===== src/rtl/ttl_gate_tester_if.sv =====
// Bundle of mode/control, switch, external-chip and result signals for the
// TTL gate tester. The master side is the board/test environment, the slave
// side is the tester block itself.
interface ttl_gate_tester_if #(
  parameter int CH = 4
);
  logic            mode;
  logic            start;
  logic [2:0]      func_sel;
  logic [2*CH-1:0] sw_pin;
  logic [CH-1:0]   dut_a;
  logic [CH-1:0]   dut_b;
  logic [CH-1:0]   dut_y;
  logic [CH-1:0]   led_pin;
  logic [CH-1:0]   err_mask;
  logic            busy;
  logic            pass;
  logic            fail;

  modport master (
    output mode, start, func_sel, sw_pin, dut_y,
    input  dut_a, dut_b, led_pin, err_mask, busy, pass, fail
  );

  modport slave (
    input  mode, start, func_sel, sw_pin, dut_y,
    output dut_a, dut_b, led_pin, err_mask, busy, pass, fail
  );
endinterface


===== src/rtl/ttl_gate_tester.sv =====
// CH-channel 2-input gate tester. In manual mode the switches drive the
// external chip and the LEDs show the reference result; in test mode an FSM
// sweeps the four input vectors through all channels, compares the
// synchronised chip outputs to the latched reference function and reports
// pass/fail plus a sticky per-channel mismatch mask.
module ttl_gate_tester #(
  parameter int CH            = 4,
  parameter int SETTLE_CYCLES = 100
) (
  input  logic               clk,
  input  logic               rst_n,
  ttl_gate_tester_if.slave   bus
);

  localparam int CW = (SETTLE_CYCLES > 1) ? $clog2(SETTLE_CYCLES) : 1;
  localparam logic [CW-1:0] SETTLE_LAST = CW'(SETTLE_CYCLES - 1);

  typedef enum logic [2:0] {
    IDLE   = 3'd0,
    DRIVE  = 3'd1,
    SETTLE = 3'd2,
    CHECK  = 3'd3,
    DONE   = 3'd4
  } state_t;

  // Reference gate; the two unused selector codes fall back to NAND.
  function automatic logic gate_fn(input logic [2:0] sel, input logic a, input logic b);
    logic r;
    case (sel)
      3'b000:  r = ~(a & b);
      3'b001:  r = a & b;
      3'b010:  r = a | b;
      3'b011:  r = ~(a | b);
      3'b100:  r = a ^ b;
      3'b101:  r = ~(a ^ b);
      default: r = ~(a & b);
    endcase
    return r;
  endfunction

  state_t          state_r;
  logic [1:0]      vec_r;
  logic [CW-1:0]   cnt_r;
  logic [2:0]      func_r;
  logic            start_q_r;
  logic [CH-1:0]   y_meta_r;
  logic [CH-1:0]   y_sync_r;
  logic [CH-1:0]   dut_a_r;
  logic [CH-1:0]   dut_b_r;
  logic [CH-1:0]   led_r;
  logic [CH-1:0]   err_r;
  logic            busy_r;
  logic            pass_r;
  logic            fail_r;

  logic [CH-1:0]   man_a_s;
  logic [CH-1:0]   man_b_s;
  logic [CH-1:0]   man_led_s;
  logic            vec_led_s;
  logic [CH-1:0]   err_next_s;
  logic            start_rise_s;

  assign bus.dut_a    = dut_a_r;
  assign bus.dut_b    = dut_b_r;
  assign bus.led_pin  = led_r;
  assign bus.err_mask = err_r;
  assign bus.busy     = busy_r;
  assign bus.pass     = pass_r;
  assign bus.fail     = fail_r;

  // Unpack the switch pairs and evaluate the live reference per channel.
  always_comb begin
    man_a_s   = '0;
    man_b_s   = '0;
    man_led_s = '0;
    for (int i = 0; i < CH; i++) begin
      man_a_s[i]   = bus.sw_pin[2*i];
      man_b_s[i]   = bus.sw_pin[2*i+1];
      man_led_s[i] = gate_fn(bus.func_sel, bus.sw_pin[2*i], bus.sw_pin[2*i+1]);
    end
  end

  // Test-mode expected value for the current vector and sticky mismatch update.
  always_comb begin
    vec_led_s    = gate_fn(func_r, vec_r[0], vec_r[1]);
    err_next_s   = err_r | (y_sync_r ^ led_r);
    start_rise_s = bus.start & ~start_q_r;
  end

  // Two-flop synchroniser for the asynchronous chip outputs and start edge flop.
  always_ff @(posedge clk or negedge rst_n) begin
    if (!rst_n) begin
      y_meta_r  <= '0;
      y_sync_r  <= '0;
      start_q_r <= 1'b0;
    end else begin
      y_meta_r  <= bus.dut_y;
      y_sync_r  <= y_meta_r;
      start_q_r <= bus.start;
    end
  end

  // Mode handling and test sequencer with all outputs registered.
  always_ff @(posedge clk or negedge rst_n) begin
    if (!rst_n) begin
      state_r <= IDLE;
      vec_r   <= 2'd0;
      cnt_r   <= '0;
      func_r  <= 3'd0;
      dut_a_r <= '0;
      dut_b_r <= '0;
      led_r   <= '0;
      err_r   <= '0;
      busy_r  <= 1'b0;
      pass_r  <= 1'b0;
      fail_r  <= 1'b0;
    end else if (!bus.mode) begin
      // Manual mode overrides any test state immediately.
      state_r <= IDLE;
      vec_r   <= 2'd0;
      cnt_r   <= '0;
      dut_a_r <= man_a_s;
      dut_b_r <= man_b_s;
      led_r   <= man_led_s;
      err_r   <= y_sync_r ^ led_r;
      busy_r  <= 1'b0;
      pass_r  <= 1'b0;
      fail_r  <= 1'b0;
    end else begin
      case (state_r)
        IDLE: begin
          dut_a_r <= '0;
          dut_b_r <= '0;
          led_r   <= '0;
          err_r   <= '0;
          pass_r  <= 1'b0;
          fail_r  <= 1'b0;
          vec_r   <= 2'd0;
          cnt_r   <= '0;
          if (start_rise_s) begin
            func_r  <= bus.func_sel;
            busy_r  <= 1'b1;
            state_r <= DRIVE;
          end else begin
            busy_r  <= 1'b0;
          end
        end
        DRIVE: begin
          dut_a_r <= {CH{vec_r[0]}};
          dut_b_r <= {CH{vec_r[1]}};
          led_r   <= {CH{vec_led_s}};
          cnt_r   <= '0;
          state_r <= SETTLE;
        end
        SETTLE: begin
          if (cnt_r == SETTLE_LAST) begin
            state_r <= CHECK;
          end else begin
            cnt_r   <= cnt_r + CW'(1);
          end
        end
        CHECK: begin
          err_r <= err_next_s;
          if (vec_r == 2'd3) begin
            busy_r  <= 1'b0;
            pass_r  <= (err_next_s == '0);
            fail_r  <= (err_next_s != '0);
            state_r <= DONE;
          end else begin
            vec_r   <= vec_r + 2'd1;
            state_r <= DRIVE;
          end
        end
        DONE: begin
          // Results and last vector are held until a new start edge.
          if (start_rise_s) begin
            func_r  <= bus.func_sel;
            err_r   <= '0;
            pass_r  <= 1'b0;
            fail_r  <= 1'b0;
            vec_r   <= 2'd0;
            busy_r  <= 1'b1;
            state_r <= DRIVE;
          end
        end
        default: begin
          state_r <= IDLE;
          busy_r  <= 1'b0;
        end
      endcase
    end
  end

endmodule


===== src/flat_wrapper.sv =====
// flat-port wrapper written by rule: the top's interface ports become plain ports
module ttl_gate_tester_flat 
#(
  parameter int CH            = 4,
  parameter int SETTLE_CYCLES = 100
)
  (clk, rst_n, bus_mode, bus_start, bus_func_sel, bus_sw_pin, bus_dut_y, bus_dut_a, bus_dut_b, bus_led_pin, bus_err_mask, bus_busy, bus_pass, bus_fail);
  ttl_gate_tester_if #(.CH(CH)) bus_i ();
  input  logic clk;
  input  logic rst_n;
  input wire logic [$bits(bus_i.mode)-1:0] bus_mode;
  input wire logic [$bits(bus_i.start)-1:0] bus_start;
  input wire logic [$bits(bus_i.func_sel)-1:0] bus_func_sel;
  input wire logic [$bits(bus_i.sw_pin)-1:0] bus_sw_pin;
  input wire logic [$bits(bus_i.dut_y)-1:0] bus_dut_y;
  output wire logic [$bits(bus_i.dut_a)-1:0] bus_dut_a;
  output wire logic [$bits(bus_i.dut_b)-1:0] bus_dut_b;
  output wire logic [$bits(bus_i.led_pin)-1:0] bus_led_pin;
  output wire logic [$bits(bus_i.err_mask)-1:0] bus_err_mask;
  output wire logic [$bits(bus_i.busy)-1:0] bus_busy;
  output wire logic [$bits(bus_i.pass)-1:0] bus_pass;
  output wire logic [$bits(bus_i.fail)-1:0] bus_fail;
  assign bus_i.mode = bus_mode;
  assign bus_i.start = bus_start;
  assign bus_i.func_sel = bus_func_sel;
  assign bus_i.sw_pin = bus_sw_pin;
  assign bus_i.dut_y = bus_dut_y;
  assign bus_dut_a = bus_i.dut_a;
  assign bus_dut_b = bus_i.dut_b;
  assign bus_led_pin = bus_i.led_pin;
  assign bus_err_mask = bus_i.err_mask;
  assign bus_busy = bus_i.busy;
  assign bus_pass = bus_i.pass;
  assign bus_fail = bus_i.fail;
  ttl_gate_tester #(.CH(CH), .SETTLE_CYCLES(SETTLE_CYCLES)) u_core (.clk(clk), .rst_n(rst_n), .bus(bus_i));
endmodule

===== config.mk =====
export PLATFORM = sky130hd
export DESIGN_NAME = ttl_gate_tester_flat
export DESIGN_NICKNAME = d
export VERILOG_FILES = /design/src/rtl/ttl_gate_tester_if.sv /design/src/rtl/ttl_gate_tester.sv /design/src/flat_wrapper.sv
export SDC_FILE = /design/constraint.sdc
export NUM_CORES = 1
export LEC_CHECK = 0
export CORE_UTILIZATION = 30
export DETAILED_ROUTE_END_ITERATION = 10
export GPL_TIMING_DRIVEN = 0
export PLACE_DENSITY = 0.53
export REMOVE_ABC_BUFFERS = 1
export SLEW_MARGIN = 20
export SYNTH_ARGS = -nofsm -noshare
export SYNTH_HDL_FRONTEND = slang
export SYNTH_SLANG_ARGS = --single-unit

===== constraint.sdc =====
create_clock -name clk -period 2.1 [get_ports clk]
set_clock_uncertainty 0.05 [all_clocks]
set_input_delay 0.63 -clock clk [delete_from_list [all_inputs] [get_ports clk]]
set_output_delay 0.63 -clock clk [all_outputs]
set_load 0.02 [all_outputs]

==> results of run 1 <==
[power breakdown]
part | total, W | switching, W | internal [W]
sequential | 0.000988 | 0.0000868 | 0.000901
combinational | 0.000449 | 0.000225 | 0.000224
clock | 0.000557 | 0.000318 | 0.000238
total | 0.00199 | 0.000630 | 0.00136
[worst min path at each step]
stage | start | end | cells past startpoint
floorplan | rst_n | u_core.bus.busy$_DFFE_PN0P_ | 0
CTS | rst_n | u_core.state_r[0]$_DFFE_PN0P_ | 1
finish | rst_n | u_core.state_r[0]$_DFFE_PN0P_ | 1
global placement | u_core.y_meta_r[3]$_DFF_PN0_ | u_core.y_sync_r[3]$_DFF_PN0_ | 0
global route | rst_n | u_core.y_sync_r[3]$_DFF_PN0_ | 1
detailed placement | u_core.y_meta_r[3]$_DFF_PN0_ | u_core.y_sync_r[3]$_DFF_PN0_ | 0
[final cells by class]
class	instances	area share [%]
multi-input combinational	160	40.7
inverter	13	1.66
timing repair buffer	38	13.4
sequential	43	36.7
tap	102	4.35
clock inverter	3	0.811
clock buffer	5	2.35
[synth_stat cells, types with 4 or more instances]
cell and n:
xor2_1 17, inv_1 13, nand3_1 8, ha_1 11
a22o_1 6, o21ai_0 4, o211ai_1 8, buf_2 6
dfrtp_1 43, nand2_1 24, nor2b_1 9, o311ai_1 4
nand4_1 4, nor3_1 4, nor2_1 11, a21o_1 4
a31oi_1 4
[routing by layer]
| layer | up-vias | track usage (%) | part of all wire (%) |
|---|---|---|---|
| met5 | - | 0 | 0 |
| met4 | 0 | 3.57 | 1.2 |
| met3 | 6 | 2.60 | 2.9 |
| met2 | 28 | 20.5 | 46 |
| met1 | 860 | 16.9 | 49 |
| li1 | 865 | - | - |
[stage by stage]
step	utilization [%]	std cells	hold WS (ns)
after detailed placement	36.6	356	0.285
after global routing	38.2	364	0.222
after CTS	37.8	364	0.203
after global placement	36.4	355	0.283
after floorplan	-	216	0.281
final	38.2	364	0.190
[sequential cells by signal, indices dropped and copies added, names as in the netlist]
register,flops
u_core.cnt_r,7
u_core.bus.dut_a,4
u_core.bus.dut_b,4
u_core.bus.err_mask,4
u_core.bus.led_pin,4
u_core.y_meta_r,4
u_core.y_sync_r,4
u_core.func_r,3
u_core.state_r,3
u_core.vec_r,2
u_core.bus.busy,1
u_core.bus.fail,1
u_core.bus.pass,1
u_core.start_q_r,1
[kinds of logic after synthesis]
family	Yosys count	synth area share (%)
multiplexers	4	1.89
XOR/XNOR	19	6.99
buffers and inverters	24	5.46
adder cells (fa/ha/maj)	11	5.78
flip-flops	43	45.2
AO/OA/AOI/OAI	50	17.0
AND/OR/NAND/NOR	76	17.8
[timing repair]
action | 4_1_cts | 5_1_grt
pin swaps | 0 | 2
setup buffers | 0 | 0
setup endpoints to repair | 31 | 5
endpoints found under the hold margin | 0 | 0
gates resized for setup | 3 | 6
==> results.md, run 1 <==
- Yosys warns: 0
- FFs w/ async S/R, synth: 100%
- Reg-to-reg critical path startpoint: u_core.vec_r[0]$_DFFE_PN0P_
- Synth top area cells: dfrtp_1, xor2_1, ha_1, nand2_1, o211ai_1
- Worst setup EP type: output port
- Pwr dens: 680 nW/µm²
- Worst EP arrival: approximately 1.4 ns
- Reg clk slew, reported paths: 0.09 ns
- Max incr delay on CP: approximately 0.64 ns
- Worst setup startpoint: u_core.bus.led_pin[1]$_DFFE_PN0P_
- Final Worst Setup Slack: around 0.053 ns
- Worst hold path class: primary input to asynchronous set/reset pin
- CP max stage cell: clkdlybuf4s50_1
- Leading cell type in the layout, fill and taps excluded: dfrtp_1
- Die Ht: about 91 µm
- Vias: ~1800
- Leak pwr: about 1.3 nW
- Root Buffer: clkbuf_8
- GPL Wtd Cong: between 0.7 and 0.8
- Critical Path Sink: bus_led_pin[1]
- Vias in the first global route: around 1700
- Seq/Total Area, Yosys: a little under half
- Seq cells post-synth: 43
- Register area: between 1000 and 1500 µm²
- Synthesized area: about 2400 µm²
- Clk Latency, worst-skew pair: approximately 0.30 ns
- Tot Pwr: approximately 0.0020 W
- Commonest non-fill, non-tap cells in the layout: dfrtp_1, clkdlybuf4s50_1, nand2_1
- Worst EP required: 1.42 ns
- Setup Viol. Count Final: 0
- Clock Sinks: 43
- Fin area: about 2900 µm²
- H-tree depth: 2
- IO Port Bufs: 37
- Die area: a little over 8000 µm²
- Max Clock Freq: approximately 500 MHz
- Fin nets: between 200 and 300
- IO Pins: 38
- CTS buffer count: 5
- # hold bufs at CTS: 0
- Peak supply drop: approximately 400 µV
- Top cell type by total area after synthesis: dfrtp_1
- R2R cell count: 6
- Post-route setup TNS: 0 ns
- Pre-CTS WS: -0.815 ns
- Final hold violation count: 0
- Site Rows: 32
- Setup crit start kind: flop
- CP bufs+invs: 1
- Hpwl dp: about 3500 µm
- Distinct cell type count after synthesis: 52
- Die Wd: 91.1 µm
- Worst-Margin Slew: around 0.7 ns
- Footprint of the multi-input gates: between 1000 and 1500 µm²
- Total congestion overflow: 0
- Maxcap violations: 0
- Total routed wirelength: just under 5000 µm
- DRT antenna net count: 0
- Top-area cell type share of the netlist area: a little under half
- Flop-to-flop setup slack: ~0.45 ns
- Largest net degree at the start of global routing: 29
- N_diodes: 0
- Initial core utilization: a little under a third
- Post-synth top flop: dfrtp_1
- Unrepaired setup endpoints after global routing: no
- Status: finished, final reports clean
- CTS Buffer Depth: 2
- Layout cell share with drive strength beyond 1: between 10% and 20%
- RR Endpoint: u_core.bus.led_pin[3]$_DFFE_PN0P_
- Total Routing Usage GR: between 10% and 20%
- First-pass GRT wire length: between 8000 and 9000 µm
- Crit path max-delay family: buffers and inverters
- CP Depth: 1
- Antenna violations before repair: 0
- Worst path cell trace: clkdlybuf4s50_1
- Wire per inst: between 10 and 15 µm
- Placed inst area: between 2000 and 3000 µm²
- Synth Area per Inst: roughly 10 µm²
- Max transition margin: 53.4%
- Setup CP Type: flop to output port
- TritonCTS clock tree: done
- 1st-iter DRT viols: 80
- DR DRC count: 0
- Layout filler cell count: between 800 and 900
- CP max FO: 3
- Post-synth EDFFs: 0
- Vias per inst: about 4.8
- Min cycle time layout: about 2 ns
- Syn Inst Count: approximately 230
- Drt first pass iters: 4
- Final Cycle Share: around 97%
- P&R area growth vs syn: 23.1%
- Max Slew Vio Count: 0
- Area of the core: ~7700 µm²
Note: power is estimated with default switching activity, not from simulation.
==> run 2: changes to the inputs <==
- CORE_MARGIN: unset -> 2
==> results.md, run 2 (synthesized netlist as in run 1, its figures left out) <==
- Peak supply drop: 364 µV (-8.0%)
- Clock Sinks: 43 (unchanged)
- Worst path cell trace: clkdlybuf4s50_1
- Unrepaired setup endpoints after global routing: no
- Min cycle time layout: 2.03 ns (-0.0136 ns)
- CP bufs+invs: 1 (unchanged)
- Total routed wirelength: 5090 µm (+3.3%)
- Final Cycle Share: 96.8% (-0.65 points)
- DRT antenna net count: 0 (unchanged)
- Placed insts: 356 (unchanged)
- Vias in the first global route: 1825 (+6.4%)
- Status: finished, final reports clean
- Die Wd: 93.1 µm (+2.2%)
- Fin nets: 291 (unchanged)
- Total congestion overflow: 0 (unchanged)
- Total Routing Usage GR: 12.9% (+0.27 points)
- Top reg by flops: u_core.cnt_r
- Final cell count without fillers: 364 (unchanged)
- P&R area growth vs syn: 22.3%
- Area of the core: 7730 µm² (+0.52%)
- First-pass GRT wire length: 8780 µm (+5.9%)
- Commonest non-fill, non-tap cells in the layout: dfrtp_1, clkdlybuf4s50_1, nand2_1
- Hpwl dp: 3630 µm (+4.3%)
- Setup crit start kind: flop
- Drt first pass iters: 4 (unchanged)
- Initial core utilization: 30.8% (-0.16 points)
- CP max FO: 3 (unchanged)
- Vias: 1768 (+0.51%)
- Worst EP required: 1.42 ns (about the same)
- Root Buffer: clkbuf_8
- Final Worst Setup Slack: 0.0666 ns (+0.0136 ns)
- # hold bufs at CTS: 0 (unchanged)
- Clk Latency, worst-skew pair: 0.30 ns (about the same)
- Die Ht: 93.1 µm (+2.2%)
- Site Rows: 32 (unchanged)
- Net Switching: 0.000644 W (+2.1%)
- Max Slew Vio Count: 0 (unchanged)
- Seq pwr share: 49.4% (-0.2 points)
- TritonCTS clock tree: done
- Post-CTS Setup Inserts: 0 (unchanged)
- H-tree depth: 2 (unchanged)
- Layout filler cell count: 744 (-8.4%)
- CTS buffer count: 5 (unchanged)
- Maxcap violations: 0 (unchanged)
- Crit path max-delay family: buffers and inverters
- Vias per inst: 4.86 (+0.51%)
- Leak pwr: 1.30 nW (-0.86%)
- Antenna violations before repair: 0 (unchanged)
- Clock power frac: 28.4% (+0.5 points)
- Pwr dens: 688 nW/µm² (+1.2%)
- Die area: 8670 µm² (+4.4%)
- Setup CP Type: flop to output port
- Max transition margin: 53.7% (+0.28 points)
- Worst setup EP type: output port
- CTS Buffer Depth: 2 (unchanged)
- Max Clock Freq: 492 MHz (+0.67%)
- Worst EP arrival: 1.35 ns (-0.02 ns)
- Wire per inst: 14.0 µm (+3.3%)
- Setup Viol. Count Final: 0 (unchanged)
- N_diodes: 0 (unchanged)
- 1st-iter DRT viols: 40 (-50%)
- Reg clk slew, reported paths: 0.09 ns (about the same)
- Sw Share: 32.1% (+0.50 points)
- Final hold violation count: 0 (unchanged)
- Worst-Margin Slew: 0.694 ns (-0.00422 ns)
- IO Port Bufs: 37 (unchanged)
- Max reg flops: 7 (unchanged)
- DR DRC count: 0 (unchanged)
- IO Pins: 38 (unchanged)
- Largest net degree at the start of global routing: 33 (+14%)
- Pre-CTS WS: -0.876 ns (-0.0619 ns)
- Max incr delay on CP: 0.63 ns (about the same)
- Combinational fraction of design power: 22.2% (-0.3 points)
- GPL Wtd Cong: 0.780 (+4.4%)
- Int Power: 0.00136 W (-0.18%)
- CP max stage cell: clkdlybuf4s50_1
- Layout cell share with drive strength beyond 1: 9.16% (-1.1 points)
- Leading cell type in the layout, fill and taps excluded: dfrtp_1
- Worst hold path class: primary input to asynchronous set/reset pin
[run 2: cell types whose count changed in the layout (fill, tap and decap cells not counted)]
cell,before,now
nor2b_1,7,9
ha_1,10,11
clkdlybuf4s50_1,32,33
nor2b_2,2,0
ha_4,1,0
dlymetal6s2s_1,3,2
[run 2: metal layers]
layer,vias to the layer above,GRT usage [%],routed length (µm)
met5,-,0,0
met4,0,3.68,60
met3,6,2.90,160
met2,29,22.0,2450
met1,861,16.3,2420
li1,872,-,-
[run 2: layout make-up]
type / instances / area, µm² / area share [%]
tap: 102 / 128 / 4.38
sequential: 43 / 1080 / 36.9
multi-input combinational: 160 / 1180 / 40.4
clock buffer: 5 / 68.8 / 2.36
timing repair buffer: 38 / 392 / 13.4
inverter: 13 / 48.8 / 1.68
clock inverter: 3 / 23.8 / 0.816
[run 2: path summary, 6_finish.rpt]
check / from / to / slack (ns) / depth (start not counted)
max reg2reg: u_core.vec_r[0]$_DFFE_PN0P_ / u_core.bus.led_pin[1]$_DFFE_PN0P_ / 0.40 / 6
min in group clk: u_core.y_meta_r[0]$_DFF_PN0_ / u_core.y_sync_r[0]$_DFF_PN0_ / 0.31 / 0
max in group asynchronous: rst_n / u_core.bus.err_mask[2]$_DFFE_PN0P_ / 1.39 / 2
min: rst_n / u_core.state_r[0]$_DFFE_PN0P_ / 0.15 / 1
min reg2reg: u_core.y_meta_r[0]$_DFF_PN0_ / u_core.y_sync_r[0]$_DFF_PN0_ / 0.31 / 0
max: u_core.bus.led_pin[1]$_DFFE_PN0P_ / bus_led_pin[1] / 0.07 / 1
[run 2: through the flow]
step / cell area, µm² / utilization (%) / hold slack [ns] / total power (W) / TNS [ns]
after detailed placement: 2810 / 36.4 / 0.289 / 0.00146 / -22.20
after global placement: 2800 / 36.2 / 0.283 / 0.00145 / -57.67
after CTS: 2910 / 37.6 / 0.154 / 0.00204 / 0
final: 2910 / 37.7 / 0.148 / 0.00200 / 0
after floorplan: 2300 / - / 0.281 / 0.00125 / 0
after global routing: 2910 / 37.7 / 0.152 / 0.00213 / 0
[run 2: power by group through the flow]
stage	Sequential, W	Clock [W]	Combinational [W]
after floorplan	0.00103	0	0.000215
after detailed placement	0.00101	0	0.000454
after global placement	0.00101	0	0.000443
after CTS	0.000991	0.000593	0.000455
final	0.000990	0.000569	0.000446
after global routing	0.00100	0.000628	0.000500
[run 2: timing repair]
action,CTS,global route
pin swaps,0,1
gates resized for setup,3,2
setup endpoints to repair,31,4
==> run 3: changes to the inputs <==
--- a/config.mk
+++ b/config.mk
@@ -8,6 +8,6 @@
 export CORE_MARGIN = 2
-export CORE_UTILIZATION = 30
+export CORE_UTILIZATION = 31
 export DETAILED_ROUTE_END_ITERATION = 10
 export GPL_TIMING_DRIVEN = 0
-export PLACE_DENSITY = 0.53
+export PLACE_DENSITY = 0.54
 export REMOVE_ABC_BUFFERS = 1
==> constraint.sdc (replaced) <==
create_clock -name clk -period 2.15 [get_ports clk]
set_clock_uncertainty 0.05 [all_clocks]
set_input_delay 0.3225 -clock clk [delete_from_list [all_inputs] [get_ports clk]]
set_output_delay 0.3225 -clock clk [all_outputs]
set_load 0.02 [all_outputs]
==> results.md, run 3 (synthesized netlist as in run 1, its figures left out) <==
- Status: finished, final reports clean
- RR Endpoint: u_core.bus.led_pin[1]$_DFFE_PN0P_
- Clk Latency, worst-skew pair: 0.30 ns (about the same)
- Root Buffer: clkbuf_8
- Pwr dens: 672 nW/µm² (-2.3%)
- Footprint of the multi-input gates: 1180 µm² (unchanged)
- Setup Viol. Count Final: 0 (unchanged)
- Vias in the first global route: 1753 (-3.9%)
- Total Routing Usage GR: 12.4% (-0.50 points)
- Global route hottest layer: met2
- P&R area growth vs syn: 22.4% (about the same)
- Final Cycle Share: between 90% and 100%
- Maxcap violations: 0 (unchanged)
- Unrepaired setup endpoints after global routing: no
- Setup crit start kind: primary input
- DR DRC count: 0 (unchanged)
- Worst EP arrival: 2.21 ns (+0.86 ns)
- Worst setup EP type: flop
- Clock Sinks: 43 (unchanged)
- Area of the core: 7330 µm² (-5.1%)
- Leading cell type in the layout, fill and taps excluded: dfrtp_1
- Vias: 1752 (-0.90%)
- Antenna violations before repair: 0 (unchanged)
- CTS buffer count: 5 (unchanged)
- Post-route setup TNS: 0 ns (unchanged)
- Initial core utilization: 32.5% (+1.7 points)
- Die Wd: 91.7 µm (-1.6%)
- Site Rows: 31 (-3.1%)
- Leak pwr: 1.29 nW (-0.67%)
- Vias per inst: 4.84 (-0.36%)
- HP Start: u_core.y_meta_r[2]$_DFF_PN0_
- Reg clk slew, reported paths: 0.09 ns (about the same)
- Final hold violation count: 0 (unchanged)
- Min cycle time layout: 2.02 ns
- IO Pins: 38 (unchanged)
- Die area: 8400 µm² (-3.1%)
- TritonCTS clock tree: done
- Register area: 1080 µm² (unchanged)
- Fin util: 39.8% (+2.1 points)
- IO Port Bufs: 37 (unchanged)
- CP max FO: 27 (+24)
- Crit path max-delay family: buffers and inverters
- Layout cell share with drive strength beyond 1: 8.75% (-0.42 points)
- Hold depth: 0
- CTS Buffer Depth: 2 (unchanged)
- Worst-Margin Slew: 1.11 ns (+0.412 ns)
- DRT antenna net count: 0 (unchanged)
- GPL Wtd Cong: 0.794 (+1.7%)
- Flop-to-flop setup slack: 0.47 ns (+0.07 ns)
- Hold Path End: u_core.y_sync_r[2]$_DFF_PN0_
- CP bufs+invs: 1 (unchanged)
- Hpwl dp: 3480 µm (-4.0%)
- Max transition margin: 26.3% (-27 points)
- Grt met2 use: 20.6% (-1.3 points)
- Met3 GRT Util: 2.88% (-0.025 points)
- Fin nets: 292 (+0.34%)
- Top reg by flops: u_core.cnt_r
- Total routed wirelength: 4890 µm (-4.0%)
- N_diodes: 0 (unchanged)
- Worst hold slack: 0.305 ns (+0.157 ns)
- Max incr delay on CP: 0.90 ns (+0.27 ns)
- Worst EP required: 2.35 ns (+0.93 ns)
- 1st-iter DRT viols: 109 (+170%)
- Peak supply drop: 399 µV (+9.5%)
- Met1 Use GR: 15.9% (-0.40 points)
- Drt first pass iters: 4 (unchanged)
- Setup CP Type: primary input to flop
- Total congestion overflow: 0 (unchanged)
- Die Ht: 91.7 µm (-1.6%)
- Reg-to-reg critical path startpoint: u_core.vec_r[0]$_DFFE_PN0P_
- Max Slew Vio Count: 0 (unchanged)
- Post-CTS Setup Inserts: 0 (unchanged)
- Max Clock Freq: 496 MHz
- R2R cell count: 6 (unchanged)
- First-pass GRT wire length: 8330 µm (-5.1%)
- Worst path cell trace: clkdlybuf4s15_1 -> nand4b_1 -> or2_1 -> nand2_1 -> a22o_1
- Layout filler cell count: 726 (-2.4%)
- H-tree depth: 2 (unchanged)
- CP max stage cell: clkdlybuf4s15_1
- Wire per inst: 13.5 µm (-3.5%)
- Commonest non-fill, non-tap cells in the layout: dfrtp_1, clkdlybuf4s50_1, nand2_1
- Largest net degree at the start of global routing: 32 (-3.0%)
- Max reg flops: 7 (unchanged)
- Worst hold path class: flop to flop
run 3: metrics by stage:
stage | total power (W) | worst slack (ns) | area, µm² | cells
finish | 0.00196 | 0.133 | 2920 | 362
floorplan | 0.00122 | 0.645 | 2300 | 216
detailed placement | 0.00142 | -0.474 | 2810 | 353
global placement | 0.00141 | -0.540 | 2800 | 352
global route | 0.00208 | 0.0146 | 2920 | 362
CTS | 0.00199 | 0.111 | 2910 | 362
run 3: worst max path at each step:
stage / startpoint / slack, ns / to / depth (start not counted)
final: bus_mode / 0.13 / u_core.vec_r[1]$_DFFE_PN0P_ / 5
after detailed placement: bus_mode / -0.47 / u_core.vec_r[1]$_DFFE_PN0P_ / 5
after global placement: rst_n / -0.54 / u_core.y_meta_r[3]$_DFF_PN0_ / 1
after floorplan: u_core.vec_r[0]$_DFFE_PN0P_ / 0.64 / u_core.bus.led_pin[1]$_DFFE_PN0P_ / 6
after global routing: bus_mode / 0.01 / u_core.vec_r[0]$_DFFE_PN0P_ / 4
after CTS: bus_mode / 0.11 / u_core.vec_r[1]$_DFFE_PN0P_ / 5
run 3: timing repair:
action                                 4_1_cts  5_1_grt
hold buffers                                 1        0
setup endpoints to repair                   14        2
endpoints found under the hold margin       12        0
gates resized for setup                      1        1
run 3: worst reg2reg max path, cell delays in order, from the launching register on:
cell and delay, ns:
dfrtp_1 0.44, inv_1 0.06, ha_1 0.32, xor2_1 0.15, o31a_1 0.25, o211ai_2 0.12, o311ai_1 0.14
run 3: final cells by class:
| class | instances | area share [%] |
|---|---|---|
| Inverter | 13 | 1.67 |
| Multi-Input combinational cell | 160 | 40.3 |
| Clock inverter | 3 | 0.901 |
| Sequential cell | 43 | 36.9 |
| Clock buffer | 5 | 2.36 |
| Timing Repair Buffer | 39 | 13.6 |
| Tap cell | 99 | 4.25 |
run 3: routing by layer:
| metal | vias to the layer above | wire length (µm) |
|---|---|---|
| li1 | 871 | - |
| met1 | 842 | 2310 |
| met2 | 32 | 2340 |
| met3 | 7 | 184 |
| met4 | 0 | 57 |
| met5 | - | 0 |
run 3: power by group:
| group | internal [W] | switching [W] | total, W |
|---|---|---|---|
| registers | 0.000880 | 0.0000852 | 0.000965 |
| logic | 0.000218 | 0.000219 | 0.000436 |
| clock network | 0.000241 | 0.000316 | 0.000558 |
| total | 0.00134 | 0.000620 | 0.00196 |
